**src/rtl/mem_arbiter.sv**
```systemverilog
// mem_arbiter: arbitrates an instruction-fetch port and a data port onto a
// single-port memory with one outstanding access, bounded wait and fairness.
module mem_arbiter #(
    parameter int TIMEOUT = 255,
    parameter int DSTREAK = 4
) (
    input  logic        clk,
    input  logic        rst,
    input  logic        if_req,
    input  logic [15:0] if_addr,
    output logic [15:0] if_data,
    output logic        if_ack,
    input  logic        d_re,
    input  logic        d_we,
    input  logic [15:0] d_addr,
    input  logic [15:0] d_wdata,
    output logic [15:0] d_rdata,
    output logic        d_ack,
    output logic        err,
    output logic [15:0] mem_addr,
    output logic [15:0] mem_wdata,
    output logic        mem_re,
    output logic        mem_we,
    input  logic [15:0] mem_rdata,
    input  logic        mem_rdy
);

    // Streak counter must hold DSTREAK and be at least 3 bits wide.
    localparam int SW_RAW = $clog2(DSTREAK + 1);
    localparam int SW     = (SW_RAW < 3) ? 3 : SW_RAW;
    // Wait counter must hold TIMEOUT.
    localparam int WW_RAW = $clog2(TIMEOUT + 1);
    localparam int WW     = (WW_RAW < 1) ? 1 : WW_RAW;

    localparam logic [15:0] ERR_DATA = 16'hFFFF;

    typedef enum logic [1:0] {
        IDLE    = 2'd0,
        IF_WAIT = 2'd1,
        D_WAIT  = 2'd2,
        ACK     = 2'd3
    } state_t;

    state_t         state;
    logic [SW-1:0]  streak;
    logic [WW-1:0]  wcnt;

    logic           d_req;
    logic           d_bad;
    logic           streak_ok;
    logic           grant_d;
    logic           grant_if;
    logic           in_wait;
    logic           timeout_hit;

    assign d_req       = d_re | d_we;
    assign d_bad       = d_re & d_we;
    assign streak_ok   = (streak < SW'(DSTREAK));
    // Data wins unless it has used up its streak while a fetch waits.
    assign grant_d     = d_req & (streak_ok | ~if_req);
    assign grant_if    = if_req & ~grant_d;
    assign in_wait     = (state == IF_WAIT) || (state == D_WAIT);
    // True on the edge that would make this the TIMEOUT-th wait cycle.
    assign timeout_hit = (wcnt == WW'(TIMEOUT - 1));

    // Track consecutive data grants made while a fetch is pending.
    always_ff @(posedge clk or posedge rst) begin
        if (rst) begin
            streak <= '0;
        end else if (state == IDLE) begin
            if (!if_req) begin
                streak <= '0;
            end else if (grant_d) begin
                if (streak_ok) begin
                    streak <= streak + SW'(1);
                end
            end else begin
                streak <= '0;
            end
        end
    end

    // Count cycles spent waiting on the memory for the current access.
    always_ff @(posedge clk or posedge rst) begin
        if (rst) begin
            wcnt <= '0;
        end else if (state == IDLE) begin
            wcnt <= '0;
        end else if (in_wait) begin
            wcnt <= wcnt + WW'(1);
        end
    end

    // Main controller: grant, strobe the memory, collect data, pulse ack.
    always_ff @(posedge clk or posedge rst) begin
        if (rst) begin
            state     <= IDLE;
            if_data   <= '0;
            if_ack    <= 1'b0;
            d_rdata   <= '0;
            d_ack     <= 1'b0;
            err       <= 1'b0;
            mem_addr  <= '0;
            mem_wdata <= '0;
            mem_re    <= 1'b0;
            mem_we    <= 1'b0;
        end else begin
            if_ack <= 1'b0;
            d_ack  <= 1'b0;
            err    <= 1'b0;
            unique case (state)
                IDLE: begin
                    if (grant_d) begin
                        if (d_bad) begin
                            state   <= ACK;
                            d_ack   <= 1'b1;
                            err     <= 1'b1;
                            d_rdata <= ERR_DATA;
                        end else begin
                            state     <= D_WAIT;
                            mem_addr  <= d_addr;
                            mem_wdata <= d_wdata;
                            mem_re    <= d_re & ~d_we;
                            mem_we    <= d_we & ~d_re;
                        end
                    end else if (grant_if) begin
                        state    <= IF_WAIT;
                        mem_addr <= if_addr;
                        mem_re   <= 1'b1;
                        mem_we   <= 1'b0;
                    end
                end
                IF_WAIT: begin
                    if (mem_rdy) begin
                        state   <= ACK;
                        if_ack  <= 1'b1;
                        if_data <= mem_rdata;
                        mem_re  <= 1'b0;
                        mem_we  <= 1'b0;
                    end else if (timeout_hit) begin
                        state   <= ACK;
                        if_ack  <= 1'b1;
                        err     <= 1'b1;
                        if_data <= ERR_DATA;
                        mem_re  <= 1'b0;
                        mem_we  <= 1'b0;
                    end
                end
                D_WAIT: begin
                    if (mem_rdy) begin
                        state <= ACK;
                        d_ack <= 1'b1;
                        // Stores complete without touching load data.
                        if (!mem_we) begin
                            d_rdata <= mem_rdata;
                        end
                        mem_re <= 1'b0;
                        mem_we <= 1'b0;
                    end else if (timeout_hit) begin
                        state   <= ACK;
                        d_ack   <= 1'b1;
                        err     <= 1'b1;
                        d_rdata <= ERR_DATA;
                        mem_re  <= 1'b0;
                        mem_we  <= 1'b0;
                    end
                end
                ACK: begin
                    state <= IDLE;
                end
                default: begin
                    state <= IDLE;
                end
            endcase
        end
    end

endmodule

```
**config.mk**
```make
export PLATFORM = sky130hd
export DESIGN_NAME = mem_arbiter
export DESIGN_NICKNAME = d
export VERILOG_FILES = /design/src/rtl/mem_arbiter.sv
export SDC_FILE = /design/constraint.sdc
export NUM_CORES = 1
export LEC_CHECK = 0
export ABC_CLOCK_PERIOD_IN_PS = 4900
export CORE_MARGIN = 2
export CORE_UTILIZATION = 40
export DETAILED_ROUTE_END_ITERATION = 12
export GPL_ROUTABILITY_DRIVEN = 0
export GPL_TIMING_DRIVEN = 0
export HOLD_SLACK_MARGIN = 0.03
export PLACE_DENSITY_LB_ADDON = 0.05
export SLEW_MARGIN = 20
export SYNTH_ARGS = -nofsm -noshare
export SYNTH_HDL_FRONTEND = slang
export SYNTH_SLANG_ARGS = --single-unit
```
**constraint.sdc**
```tcl
create_clock -name clk -period 4.9 [get_ports clk]
set_input_delay 0.98 -clock clk [delete_from_list [all_inputs] [get_ports clk]]
set_output_delay 0.98 -clock clk [all_outputs]
set_load 0.03 [all_outputs]
```
==> reports/qor.log, run 1 <==
[outcome] result of the run complete, no violations
[routing] WL per Instance 15.5 um
[global_routing] number of antenna violations at the first check in global routing 0
[clock_tree] clk buf depth 2
[logic_synthesis] per-instance average area after synthesis 12.6 um^2
[routing] total wire length 8.43 mm
[clock_tree] clock buffer count from CTS 9
[critical_path] CP arrival 2.65 ns
[timing] setup TNS 0 ns
[final_layout] fraction of layout instances using a drive strength above 1 0.144
[final_layout] # diodes 0
[floorplan] I/O pin cnt 139
[timing] RSZ-0062 raised after global routing false
[timing] final cycle utilization of the critical path 0.495
[global_routing] overall track demand over capacity in global routing 0.178
[final_layout] Layout Nets 509
[clock_tree] Clock Pin Slew Worst Setup and Hold Paths 0.09 ns
[timing] number of max-slew violations in the final report 0
[timing] top achievable clock speed 0.412 GHz
[routing] via count normalized by instance count 5.11
[routing] number of detailed-routing iterations run before antenna repair 4
[global_routing] largest net degree at the start of global routing 47
[placed_design] worst setup timing slack at the placement stage 2.08 ns
[global_routing] global-route wire length before repair 13.8 mm
[routing] Remaining DRCs 0
[worst_hold_path] Hold Crit Start mem_addr[1]
[floorplan] die span in x 98.4 um
[logic_synthesis] cell count after synthesis 283
[critical_path] reg-to-reg startpoint state[0]
[clock_tree] clock latency on the worst-skew pair 0.35 ns
[logic_synthesis] number of distinct library cells after synthesis 40
[timing] final-layout worst hold slack 0.486 ns
[logic_synthesis] Mapped Area 0.00356 mm^2
[final_layout] finished layout cell area 0.00533 mm^2
[logic_synthesis] sequential cell area fraction in the yosys report 0.576
[clock_tree] number of H-tree levels 3
[critical_path] reg2reg path depth 8
[floorplan] starting utilization of the core area 0.410
[clock_tree] post-CTS repair timing setup buffer count 0
[global_routing] number of global-route vias before repair 2796
[timing] worst setup slack after layout 2.48 ns
[floorplan] number of rows created at floorplan 34
[critical_path] Crit Path Class in2reg
[critical_path] Critical Path Sink Type register
[placed_design] Post-Place Cell Area 0.00509 mm^2
[pwr] Pwr per Cell Area 683 mW/mm^2
[critical_path] R2R Setup Slk 2.91 ns
[worst_hold_path] path type of the worst min-delay path reg2reg
[routing] drt initial violations 80
[timing] worst slew slack as a fraction of its limit 0.612
[clock_tree] total number of clock tree sinks 82
[clock_tree] PostCTS Resize Cnt 0
[timing] number of endpoints with negative hold slack in the final report 0
[clock_tree] clock tree from TritonCTS yes
[placed_design] PortBufs 137
[routing] via count 2786
[floorplan] die outline area 0.00968 mm^2
[final_layout] layout-stage area growth over the synthesis result 49.6%
[floorplan] area inside the core boundary 0.00868 mm^2
[final_layout] most used cells in the layout excluding fill and tap cells sky130_fd_sc_hd__clkdlybuf4s50_1, sky130_fd_sc_hd__dfrtp_1, sky130_fd_sc_hd__o21ai_0, sky130_fd_sc_hd__nand2_1, sky130_fd_sc_hd__o22a_1
[critical_path] R2R Path End mem_addr[5]
[final_layout] commonest non-fill, non-tap cell in the layout sky130_fd_sc_hd__clkdlybuf4s50_1
[worst_hold_path] Hold Crit Depth 2
[floorplan] y dimension of the die 98.4 um
[clock_tree] clk root buf sky130_fd_sc_hd__clkbuf_8
[logic_synthesis] number of register bits inferred by synthesis 82
[pwr] total leakage power 2.26 nW
[timing] shortest period the worst path allows 2.42 ns
[global_routing] sum of overflow across all layers after global routing 0
[worst_hold_path] destination of the worst hold path mem_addr[1]
[timing] number of setup violations in the final report 0
[run] maxcap violations 0
[pwr] highest ir drop seen on vdd 0.294 mV
[logic_synthesis] net count of the mapped netlist 360
[critical_path] type of origin of the critical path input port
[timing] worst clock skew on the final layout 0.00750 ns
[critical_path] Worst Path Required 5.12 ns
[routing] antenna-violating nets left 0
[logic_synthesis] number of warning messages in the yosys log 0
[critical_path] maximum fanout count along the critical path 10
[placed_design] detailed-placement wirelength estimate 6.18 mm
[clock_tree] number of buffers inserted for hold repair after clock tree synthesis 0
[timing] transition at the pin with the smallest max-transition slack 0.582 ns
==> critical path, stage by stage <==
cell and delay (ns):
sky130_fd_sc_hd__clkdlybuf4s50_1 0.62, sky130_fd_sc_hd__nand2_2 0.14, sky130_fd_sc_hd__a311o_1 0.43, sky130_fd_sc_hd__clkbuf_1 0.26
sky130_fd_sc_hd__nand2_1 0.12, sky130_fd_sc_hd__o21ai_0 0.09
==> Yosys cell counts <==
master / number / area [um^2]
sky130_fd_sc_hd__nand4_1: 3 / 18.8
sky130_fd_sc_hd__a32oi_4: 1 / 27.5
sky130_fd_sc_hd__a21oi_1: 2 / 10.0
sky130_fd_sc_hd__nand3_1: 3 / 15.0
sky130_fd_sc_hd__nand4_2: 1 / 12.5
sky130_fd_sc_hd__and3_1: 1 / 6.26
sky130_fd_sc_hd__nand3b_1: 2 / 15.0
sky130_fd_sc_hd__dfrtp_1: 82 / 2050
sky130_fd_sc_hd__a311o_1: 1 / 10.0
sky130_fd_sc_hd__o21ai_1: 1 / 5.00
sky130_fd_sc_hd__o21ai_0: 29 / 145
sky130_fd_sc_hd__o22a_1: 22 / 193
sky130_fd_sc_hd__nor3_1: 2 / 10.0
sky130_fd_sc_hd__buf_8: 1 / 15.0
sky130_fd_sc_hd__buf_6: 3 / 33.8
sky130_fd_sc_hd__mux2_2: 18 / 203
sky130_fd_sc_hd__inv_1: 9 / 33.8
sky130_fd_sc_hd__buf_4: 2 / 15.0
sky130_fd_sc_hd__nor2b_1: 1 / 6.26
sky130_fd_sc_hd__a2bb2oi_2: 1 / 15.0
sky130_fd_sc_hd__nand4b_1: 1 / 8.76
sky130_fd_sc_hd__o2111ai_1: 1 / 8.76
sky130_fd_sc_hd__a31oi_1: 2 / 12.5
sky130_fd_sc_hd__o22a_2: 10 / 100
sky130_fd_sc_hd__buf_2: 3 / 15.0
sky130_fd_sc_hd__and4_4: 2 / 22.5
sky130_fd_sc_hd__nand2b_1: 3 / 18.8
sky130_fd_sc_hd__o21a_1: 1 / 7.51
sky130_fd_sc_hd__clkbuf_1: 6 / 22.5
sky130_fd_sc_hd__nand2_1: 27 / 101
sky130_fd_sc_hd__nand4_4: 1 / 21.3
sky130_fd_sc_hd__o2bb2ai_1: 1 / 8.76
sky130_fd_sc_hd__mux2i_1: 21 / 210
sky130_fd_sc_hd__o31ai_1: 3 / 22.5
sky130_fd_sc_hd__a41oi_1: 1 / 8.76
sky130_fd_sc_hd__ha_1: 7 / 87.6
sky130_fd_sc_hd__a211o_1: 1 / 8.76
sky130_fd_sc_hd__nand3_2: 1 / 10.0
sky130_fd_sc_hd__nor2_1: 5 / 18.8
sky130_fd_sc_hd__nand2_2: 1 / 6.26
==> layout make-up <==
class / instances / area, um^2
multi-input combinational: 177 / 1380
inverter: 9 / 36.3
fill: 780 / 3350
clock buffer: 11 / 151
sequential: 82 / 2050
timing repair buffer: 138 / 1390
buffer: 15 / 101
clock inverter: 5 / 85.1
tap: 108 / 135
==> worst max-delay path by stage <==
stage	startpoint	end	slack (ns)
after global placement	rst	mem_wdata[12]	0.44
after detailed placement	d_re	mem_addr[3]	2.08
final	if_req	mem_addr[5]	2.48
after global routing	if_req	mem_addr[1]	2.37
after CTS	d_re	mem_addr[3]	2.45
after floorplan	rst	d_ack	1.81
==> report_power, final <==
| part | internal (W) | total, W | switching [W] |
|---|---|---|---|
| clock network | 0.000318 | 0.000569 | 0.000251 |
| registers | 0.000983 | 0.00116 | 0.000179 |
| logic | 0.000857 | 0.00191 | 0.00105 |
==> flip-flops by register name, indices dropped and copies added (netlist names) <==
signal,cells
mem_addr,16
mem_wdata,16
if_data,16
mem_re,1
d_ack,1
wcnt,8
mem_we,1
err,1
d_rdata,16
if_ack,1
state,2
streak,3
==> per-layer routing <==
layer,global-route usage,vias up,share of wire
met3,0.0587,9,0.078
met2,0.275,93,0.45
met1,0.232,1353,0.46
met4,0.0717,0,0.016
li1,-,1331,-
met5,0,-,0
==> kinds of logic (layout without fill, tap and decap cells) <==
group                    count (synthesis)  after routing  synth area share
AND/OR/NAND/NOR                         54             54            0.0818
AO/OA/AOI/OAI                           77             77             0.164
flip-flops                              82             82             0.576
adder cells (fa/ha/maj)                  7              7            0.0246
multiplexers                            39             39             0.116
buffers and inverters                   24            178            0.0379
==> through the flow <==
stage	instances	util	power [W]
after global placement	528	0.584	0.00307
final	545	0.614	0.00364
after detailed placement	529	0.587	0.00310
after floorplan	283	-	0.00231
after global routing	545	0.614	0.00385
after CTS	545	0.614	0.00368
Note: power is estimated with default switching activity, not from simulation.
==> run 2: changes to the inputs <==
ABC_CLOCK_PERIOD_IN_PS = 2150   (was 4900)
CORE_UTILIZATION = 39   (was 40)
clock period = 2.15 ns   (was 4.9 ns; I/O delays follow)
==> run 2 against run 1 <==
Combinational power is 130% higher. Non-clock buffer count is 2 higher. Highest routed layer unchanged. Final cell count is 0.37% higher. Setup slack worse by 2.3 ns. Via count is 0.83% lower. Largest power group unchanged. Critical path type is now reg2reg. Die area is 2.5% higher. Largest cell class unchanged. Critical path depth is 1 higher. Clock skew hardly changed.
==> reports/qor.log, run 2 (synthesis gave the netlist of run 1 again) <==
[timing] worst clock skew on the final layout 0.00787 ns [+0.000365 ns]
[timing] worst setup slack after layout 0.135 ns [-2.34 ns]
[clock_tree] clock buffer count from CTS 9 [unchanged]
[final_layout] most used cells in the layout excluding fill and tap cells sky130_fd_sc_hd__clkdlybuf4s50_1, sky130_fd_sc_hd__dfrtp_1, sky130_fd_sc_hd__o21ai_0, sky130_fd_sc_hd__nand2_1, sky130_fd_sc_hd__o22a_1
[clock_tree] PostCTS Resize Cnt 0 [unchanged]
[placed_design] detailed-placement wirelength estimate 6.24 mm [+0.93%]
[clock_tree] number of buffers inserted for hold repair after clock tree synthesis 0 [unchanged]
[clock_tree] number of H-tree levels 3 [unchanged]
[routing] total wire length 8.34 mm [-1.2%]
[timing] number of max-slew violations in the final report 0 [unchanged]
[floorplan] die outline area 0.00991 mm^2 [+2.5%]
[clock_tree] clock tree from TritonCTS yes
[routing] drt initial violations 70 [-13%]
[final_layout] # diodes 0 [unchanged]
[pwr] total leakage power 2.28 nW [+1.3%]
[global_routing] largest net degree at the start of global routing 33 [-30%]
[timing] RSZ-0062 raised after global routing false
[clock_tree] clk root buf sky130_fd_sc_hd__clkbuf_8
[floorplan] number of rows created at floorplan 34 [unchanged]
[global_routing] global-route met2 utilization 0.253 [-0.0216]
[global_routing] global-route wire length before repair 13.4 mm [-2.7%]
[timing] top achievable clock speed 0.496 GHz
[final_layout] layout-stage area growth over the synthesis result 51.3%
[worst_hold_path] path type of the worst min-delay path in2async
[global_routing] met1 track demand over resource in global routing 0.225 [-0.00624]
[clock_tree] Clock Pin Slew Worst Setup and Hold Paths 0.09 ns [about the same]
[floorplan] die span in x 99.6 um [+1.2%]
[floorplan] area inside the core boundary 0.00881 mm^2 [+1.5%]
[timing] setup TNS 0 ns [unchanged]
[critical_path] maximum fanout count along the critical path 10 [unchanged]
[timing] worst slew slack as a fraction of its limit 0.682 [+0.0708]
[global_routing] most congested layer reported by global routing met2
[routing] Remaining DRCs 0 [unchanged]
[clock_tree] total number of clock tree sinks 82 [unchanged]
[final_layout] utilization after layout 0.612 [-0.00179]
[routing] via count normalized by instance count 5.05 [-1.2%]
[outcome] result of the run complete, no violations
[global_routing] overall track demand over capacity in global routing 0.171 [-0.00698]
[routing] number of detailed-routing iterations run before antenna repair 4 [unchanged]
[floorplan] I/O pin cnt 139 [unchanged]
[critical_path] reg-to-reg startpoint state[0]
[critical_path] Worst Path Required 2.39 ns [-2.73 ns]
[clock_tree] clk buf depth 2 [unchanged]
[timing] final cycle utilization of the critical path 0.937
[routing] antenna-violating nets left 0 [unchanged]
[critical_path] Critical Path Sink Type register
[final_layout] area taken by multi-input logic gates 0.00138 mm^2 [unchanged]
[pwr] final total power 0.00837 W [+130%]
[final_layout] Fill cells 748 [-4.1%]
[global_routing] sum of overflow across all layers after global routing 0 [unchanged]
[floorplan] starting utilization of the core area 0.405 [-0.00595]
[floorplan] y dimension of the die 99.6 um [+1.2%]
[critical_path] CP arrival 2.26 ns [-0.39 ns]
[final_layout] Seq. cell area 0.00205 mm^2 [unchanged]
[critical_path] Crit Path Class reg2reg
[placed_design] Post-Place Cell Area 0.00514 mm^2 [+0.96%]
[routing] WL per Instance 15.2 um [-1.5%]
[final_layout] Layout Nets 511 [+0.39%]
[clock_tree] post-CTS repair timing setup buffer count 0 [unchanged]
[pwr] Pwr per Cell Area 1550 mW/mm^2 [+130%]
[final_layout] commonest non-fill, non-tap cell in the layout sky130_fd_sc_hd__clkdlybuf4s50_1
[run] maxcap violations 0 [unchanged]
[timing] number of setup violations in the final report 0 [unchanged]
[global_routing] number of global-route vias before repair 2789 [-0.25%]
[routing] via count 2763 [-0.83%]
[timing] number of endpoints with negative hold slack in the final report 0 [unchanged]
[final_layout] finished layout cell area 0.00539 mm^2 [+1.2%]
[critical_path] R2R Path End d_rdata[1]
[placed_design] worst setup timing slack at the placement stage -0.129 ns [-2.21 ns]
[global_routing] number of antenna violations at the first check in global routing 0 [unchanged]
[clock_tree] clock latency on the worst-skew pair 0.35 ns [about the same]
[final_layout] fraction of layout instances using a drive strength above 1 0.148 [+0.00390]
[timing] transition at the pin with the smallest max-transition slack 0.476 ns [-0.106 ns]
[critical_path] type of origin of the critical path register
[pwr] highest ir drop seen on vdd 0.721 mV [+150%]
[critical_path] R2R Setup Slk 0.13 ns [-2.78 ns]
[global_routing] Global Route met3 Usage 0.0647 [+0.00595]
[timing] shortest period the worst path allows 2.02 ns
[placed_design] PortBufs 137 [unchanged]
[critical_path] reg2reg path depth 7 [-1]
[run 2: changes by cell type in the layout (fill, tap and decap cells not counted)]
cell	before	now
sky130_fd_sc_hd__bufinv_16	2	3
sky130_fd_sc_hd__clkinv_2	0	1
sky130_fd_sc_hd__inv_4	1	0
sky130_fd_sc_hd__clkbuf_8	11	10
sky130_fd_sc_hd__buf_12	1	2
sky130_fd_sc_hd__buf_16	0	1
[run 2: worst max path at each step]
stage | from | end | depth (start not counted)
after floorplan | state[0] | d_rdata[0] | 7
after global placement | rst | wcnt[5] | 2
after detailed placement | if_req | d_rdata[4] | 6
after CTS | state[0] | d_rdata[4] | 7
after global routing | state[0] | mem_addr[2] | 8
final | state[0] | d_rdata[1] | 7
[run 2: metal layers]
metal | up-vias | part of all wire
met5 | - | 0
met4 | 0 | 0.017
met3 | 15 | 0.087
met2 | 104 | 0.45
met1 | 1305 | 0.44
li1 | 1339 | -
[run 2: metrics by stage]
stage          hold slack [ns]  instances
3_3_place_gp             0.462        528
3_5_place_dp             0.470        531
2_1_floorplan            0.460        283
4_1_cts                  0.339        547
6_report                 0.346        547
5_1_grt                  0.342        547
[run 2: critical path, stage by stage, from the launching register on]
cell	delay [ns]
sky130_fd_sc_hd__dfrtp_1	0.40
sky130_fd_sc_hd__inv_1	0.11
sky130_fd_sc_hd__ha_1	0.14
sky130_fd_sc_hd__buf_2	0.24
sky130_fd_sc_hd__nand4_4	0.17
sky130_fd_sc_hd__a211o_1	0.45
sky130_fd_sc_hd__buf_6	0.19
sky130_fd_sc_hd__o22a_2	0.20
[run 2: report_power, final]
| group | switching (W) | internal (W) | leakage, nW |
|---|---|---|---|
| Combinational | 0.00241 | 0.00196 | 1.20 |
| Clock | 0.000557 | 0.000807 | 0.127 |
| Sequential | 0.000395 | 0.00224 | 0.958 |
| Total | 0.00336 | 0.00501 | 2.28 |
[run 2: area by class of cell]
type | count | area share
Sequential cell | 82 | 0.381
Clock buffer | 10 | 0.0255
Multi-Input combinational cell | 177 | 0.255
Clock inverter | 6 | 0.0209
Timing Repair Buffer | 140 | 0.267
Buffer | 15 | 0.0188
Inverter | 9 | 0.00696
Tap cell | 108 | 0.0251
==> run 3: changes to the inputs <==
PLACE_DENSITY = 0.76   (was unset)
PLACE_DENSITY_LB_ADDON = unset   (was 0.05)
SLEW_MARGIN = unset   (was 20)
==> run 3 against run 2 <==
Power is 4.2% lower. Clock power is 27% lower. Non-clock buffer count is 1 lower. Global-route usage is 0.97 points higher. Combinational power hardly changed. Utilization is 1.2 points lower. Via count is 2.4% higher. Die area stayed put. Critical endpoint is now d_rdata[3].
==> reports/qor.log, run 3 (synthesis gave the netlist of run 1 again) <==
[outcome] result of the run complete, no violations
[pwr] NetSw 0.00337 W [+0.21%]
[clock_tree] number of buffers inserted for hold repair after clock tree synthesis 0 [unchanged]
[critical_path] list of cells traversed by the critical path inv_1 -> ha_1 -> buf_2 -> nand4_4 -> a211o_1 -> buf_6 -> o22a_2
[final_layout] commonest non-fill, non-tap cell in the layout sky130_fd_sc_hd__clkdlybuf4s50_1
[floorplan] y dimension of the die 99.6 um [unchanged]
[placed_design] worst setup timing slack at the placement stage -0.145 ns [-0.0152 ns]
[timing] worst slew slack as a fraction of its limit 0.689 [+0.00692]
[critical_path] Critical Path Source state[1]
[clock_tree] clk root buf sky130_fd_sc_hd__clkbuf_8
[floorplan] die outline area 0.00991 mm^2 [unchanged]
[final_layout] area taken by multi-input logic gates 0.00138 mm^2 [unchanged]
[placed_design] Post-Place Cell Area 0.00511 mm^2 [-0.54%]
[routing] drt initial violations 115 [+64%]
[pwr] total leakage power 2.22 nW [-2.7%]
[run] maxcap violations 0 [unchanged]
[placed_design] detailed-placement wirelength estimate 6.58 mm [+5.5%]
[floorplan] die span in x 99.6 um [unchanged]
[critical_path] CP arrival 2.26 ns [about the same]
[critical_path] Crit Path Class reg2reg
[timing] RSZ-0062 raised after global routing false
[pwr] Pwr per Cell Area 1520 mW/mm^2 [-2.3%]
[clock_tree] Clock Pin Slew Worst Setup and Hold Paths 0.08 ns [about the same]
[pwr] Reg power frac 0.331 [+0.016]
[final_layout] utilization after layout 0.600 [-0.0119]
[clock_tree] total number of clock tree sinks 82 [unchanged]
[critical_path] reg-to-reg startpoint state[1]
[timing] top achievable clock speed 0.496 GHz [about the same]
[final_layout] finished layout cell area 0.00529 mm^2 [-1.9%]
[critical_path] R2R Setup Slk 0.14 ns [about the same]
[floorplan] starting utilization of the core area 0.405 [unchanged]
[worst_hold_path] path type of the worst min-delay path in2async
[routing] WL per Instance 15.8 um [+3.4%]
[critical_path] dominant delay contributor by cell family on the critical path compound AO/OA/AOI/OAI gates
[clock_tree] clock buffer count from CTS 9 [unchanged]
[pwr] internal power component 0.00465 W [-7.2%]
[timing] worst clock skew on the final layout 0.00973 ns [+0.00186 ns]
[routing] Remaining DRCs 0 [unchanged]
[routing] total wire length 8.60 mm [+3.2%]
[global_routing] largest net degree at the start of global routing 37 [+12%]
[placed_design] PortBufs 137 [unchanged]
[global_routing] global-route wire length before repair 14.2 mm [+6.1%]
[critical_path] Critical Path Sink Type register
[critical_path] delay of the slowest cell on the worst path 0.43 ns [-0.02 ns]
[floorplan] area inside the core boundary 0.00881 mm^2 [unchanged]
[pwr] Sw Share 0.420 [+0.0186]
[clock_tree] clk buf depth 2 [unchanged]
[pwr] Comb pwr share 0.544 [+0.022]
[clock_tree] clock latency on the worst-skew pair 0.35 ns [about the same]
[global_routing] sum of overflow across all layers after global routing 0 [unchanged]
[timing] number of max-slew violations in the final report 0 [unchanged]
[routing] antenna-violating nets left 0 [unchanged]
[pwr] highest ir drop seen on vdd 0.681 mV [-5.6%]
[routing] via count normalized by instance count 5.18 [+2.5%]
[routing] number of detailed-routing iterations run before antenna repair 4 [unchanged]
[global_routing] overall track demand over capacity in global routing 0.180 [+0.00969]
[timing] number of endpoints with negative hold slack in the final report 0 [unchanged]
[global_routing] number of antenna violations at the first check in global routing 0 [unchanged]
[critical_path] worst-path cell with the longest stage delay sky130_fd_sc_hd__a211o_1
[critical_path] reg2reg path depth 7 [unchanged]
[final_layout] Seq. cell area 0.00205 mm^2 [unchanged]
[routing] via count 2828 [+2.4%]
[timing] shortest period the worst path allows 2.01 ns [-0.00114 ns]
[clock_tree] PostCTS Resize Cnt 0 [unchanged]
[timing] transition at the pin with the smallest max-transition slack 0.466 ns [-0.0104 ns]
[floorplan] I/O pin cnt 139 [unchanged]
[critical_path] R2R Path End d_rdata[3]
[timing] number of setup violations in the final report 0 [unchanged]
[final_layout] Cell Count, Final, Fillers Out 546 [-0.18%]
[final_layout] Layout Nets 510 [-0.20%]
[critical_path] maximum fanout count along the critical path 10 [unchanged]
[final_layout] layout-stage area growth over the synthesis result 48.4%
[timing] setup TNS 0 ns [unchanged]
[clock_tree] clock tree from TritonCTS yes
[placed_design] cell total after placement 530 [-0.19%]
[pwr] power share of the clock group 0.124 [-0.039]
[timing] worst setup slack after layout 0.136 ns [+0.00114 ns]
[final_layout] fraction of layout instances using a drive strength above 1 0.142 [-0.00651]
[final_layout] Fill cells 710 [-5.1%]
[clock_tree] post-CTS repair timing setup buffer count 0 [unchanged]
[final_layout] most used cells in the layout excluding fill and tap cells sky130_fd_sc_hd__clkdlybuf4s50_1, sky130_fd_sc_hd__dfrtp_1, sky130_fd_sc_hd__o21ai_0, sky130_fd_sc_hd__nand2_1, sky130_fd_sc_hd__o22a_1
[critical_path] combined buffer and inverter count along the critical path 3 [unchanged]
[critical_path] Worst Path Required 2.39 ns [about the same]
[floorplan] number of rows created at floorplan 34 [unchanged]
[global_routing] number of global-route vias before repair 2973 [+6.6%]
[critical_path] type of origin of the critical path register
[timing] final cycle utilization of the critical path 0.937 [about the same]
[critical_path] stages on the worst setup path 7 [unchanged]
[clock_tree] number of H-tree levels 3 [unchanged]
[final_layout] # diodes 0 [unchanged]
[run 3: layout make-up]
type,count,share of cell area
inverter,9,0.00710
timing repair buffer,139,0.267
clock buffer,12,0.0275
tap,108,0.0256
clock inverter,4,0.00521
sequential,82,0.388
buffer,15,0.0192
multi-input combinational,177,0.260
[run 3: power groups by stage]
| stage | Sequential (W) | Combinational [W] | Clock, W |
|---|---|---|---|
| 2_1_floorplan | 0.00386 | 0.00141 | 0 |
| 3_3_place_gp | 0.00265 | 0.00432 | 0 |
| 3_5_place_dp | 0.00268 | 0.00441 | 0 |
| 4_1_cts | 0.00266 | 0.00442 | 0.00103 |
| 5_1_grt | 0.00276 | 0.00464 | 0.00109 |
| 6_report | 0.00266 | 0.00437 | 0.000996 |
[run 3: through the flow]
step           total power, W  hold slack (ns)
2_1_floorplan         0.00527            0.460
3_3_place_gp          0.00697            0.462
3_5_place_dp          0.00708            0.471
4_1_cts               0.00810            0.425
5_1_grt               0.00849            0.448
6_report              0.00802            0.432
[run 3: worst register-to-register path, cell delays in order, from the launching register on]
cell                      delay, ns
sky130_fd_sc_hd__dfrtp_1       0.40
sky130_fd_sc_hd__inv_1         0.12
sky130_fd_sc_hd__ha_1          0.16
sky130_fd_sc_hd__buf_2         0.23
sky130_fd_sc_hd__nand4_4       0.17
sky130_fd_sc_hd__a211o_1       0.43
sky130_fd_sc_hd__buf_6         0.19
sky130_fd_sc_hd__o22a_2        0.20
[run 3: how the worst max path moves through the flow]
stage	endpoint	slack [ns]
after floorplan	d_rdata[0]	0.40
after global placement	wcnt[3]	-0.13
after detailed placement	d_rdata[3]	-0.14
after CTS	d_rdata[3]	0.12
after global routing	mem_addr[9]	0.02
final	d_rdata[3]	0.14
[run 3: metal layers]
layer  track usage  vias to the layer above  part of all wire
met4        0.0738                        0             0.022
met1         0.216                     1395              0.41
met2         0.308                       95              0.50
li1              -                     1326                 -
met5             0                        -                 0
met3        0.0485                       12             0.063
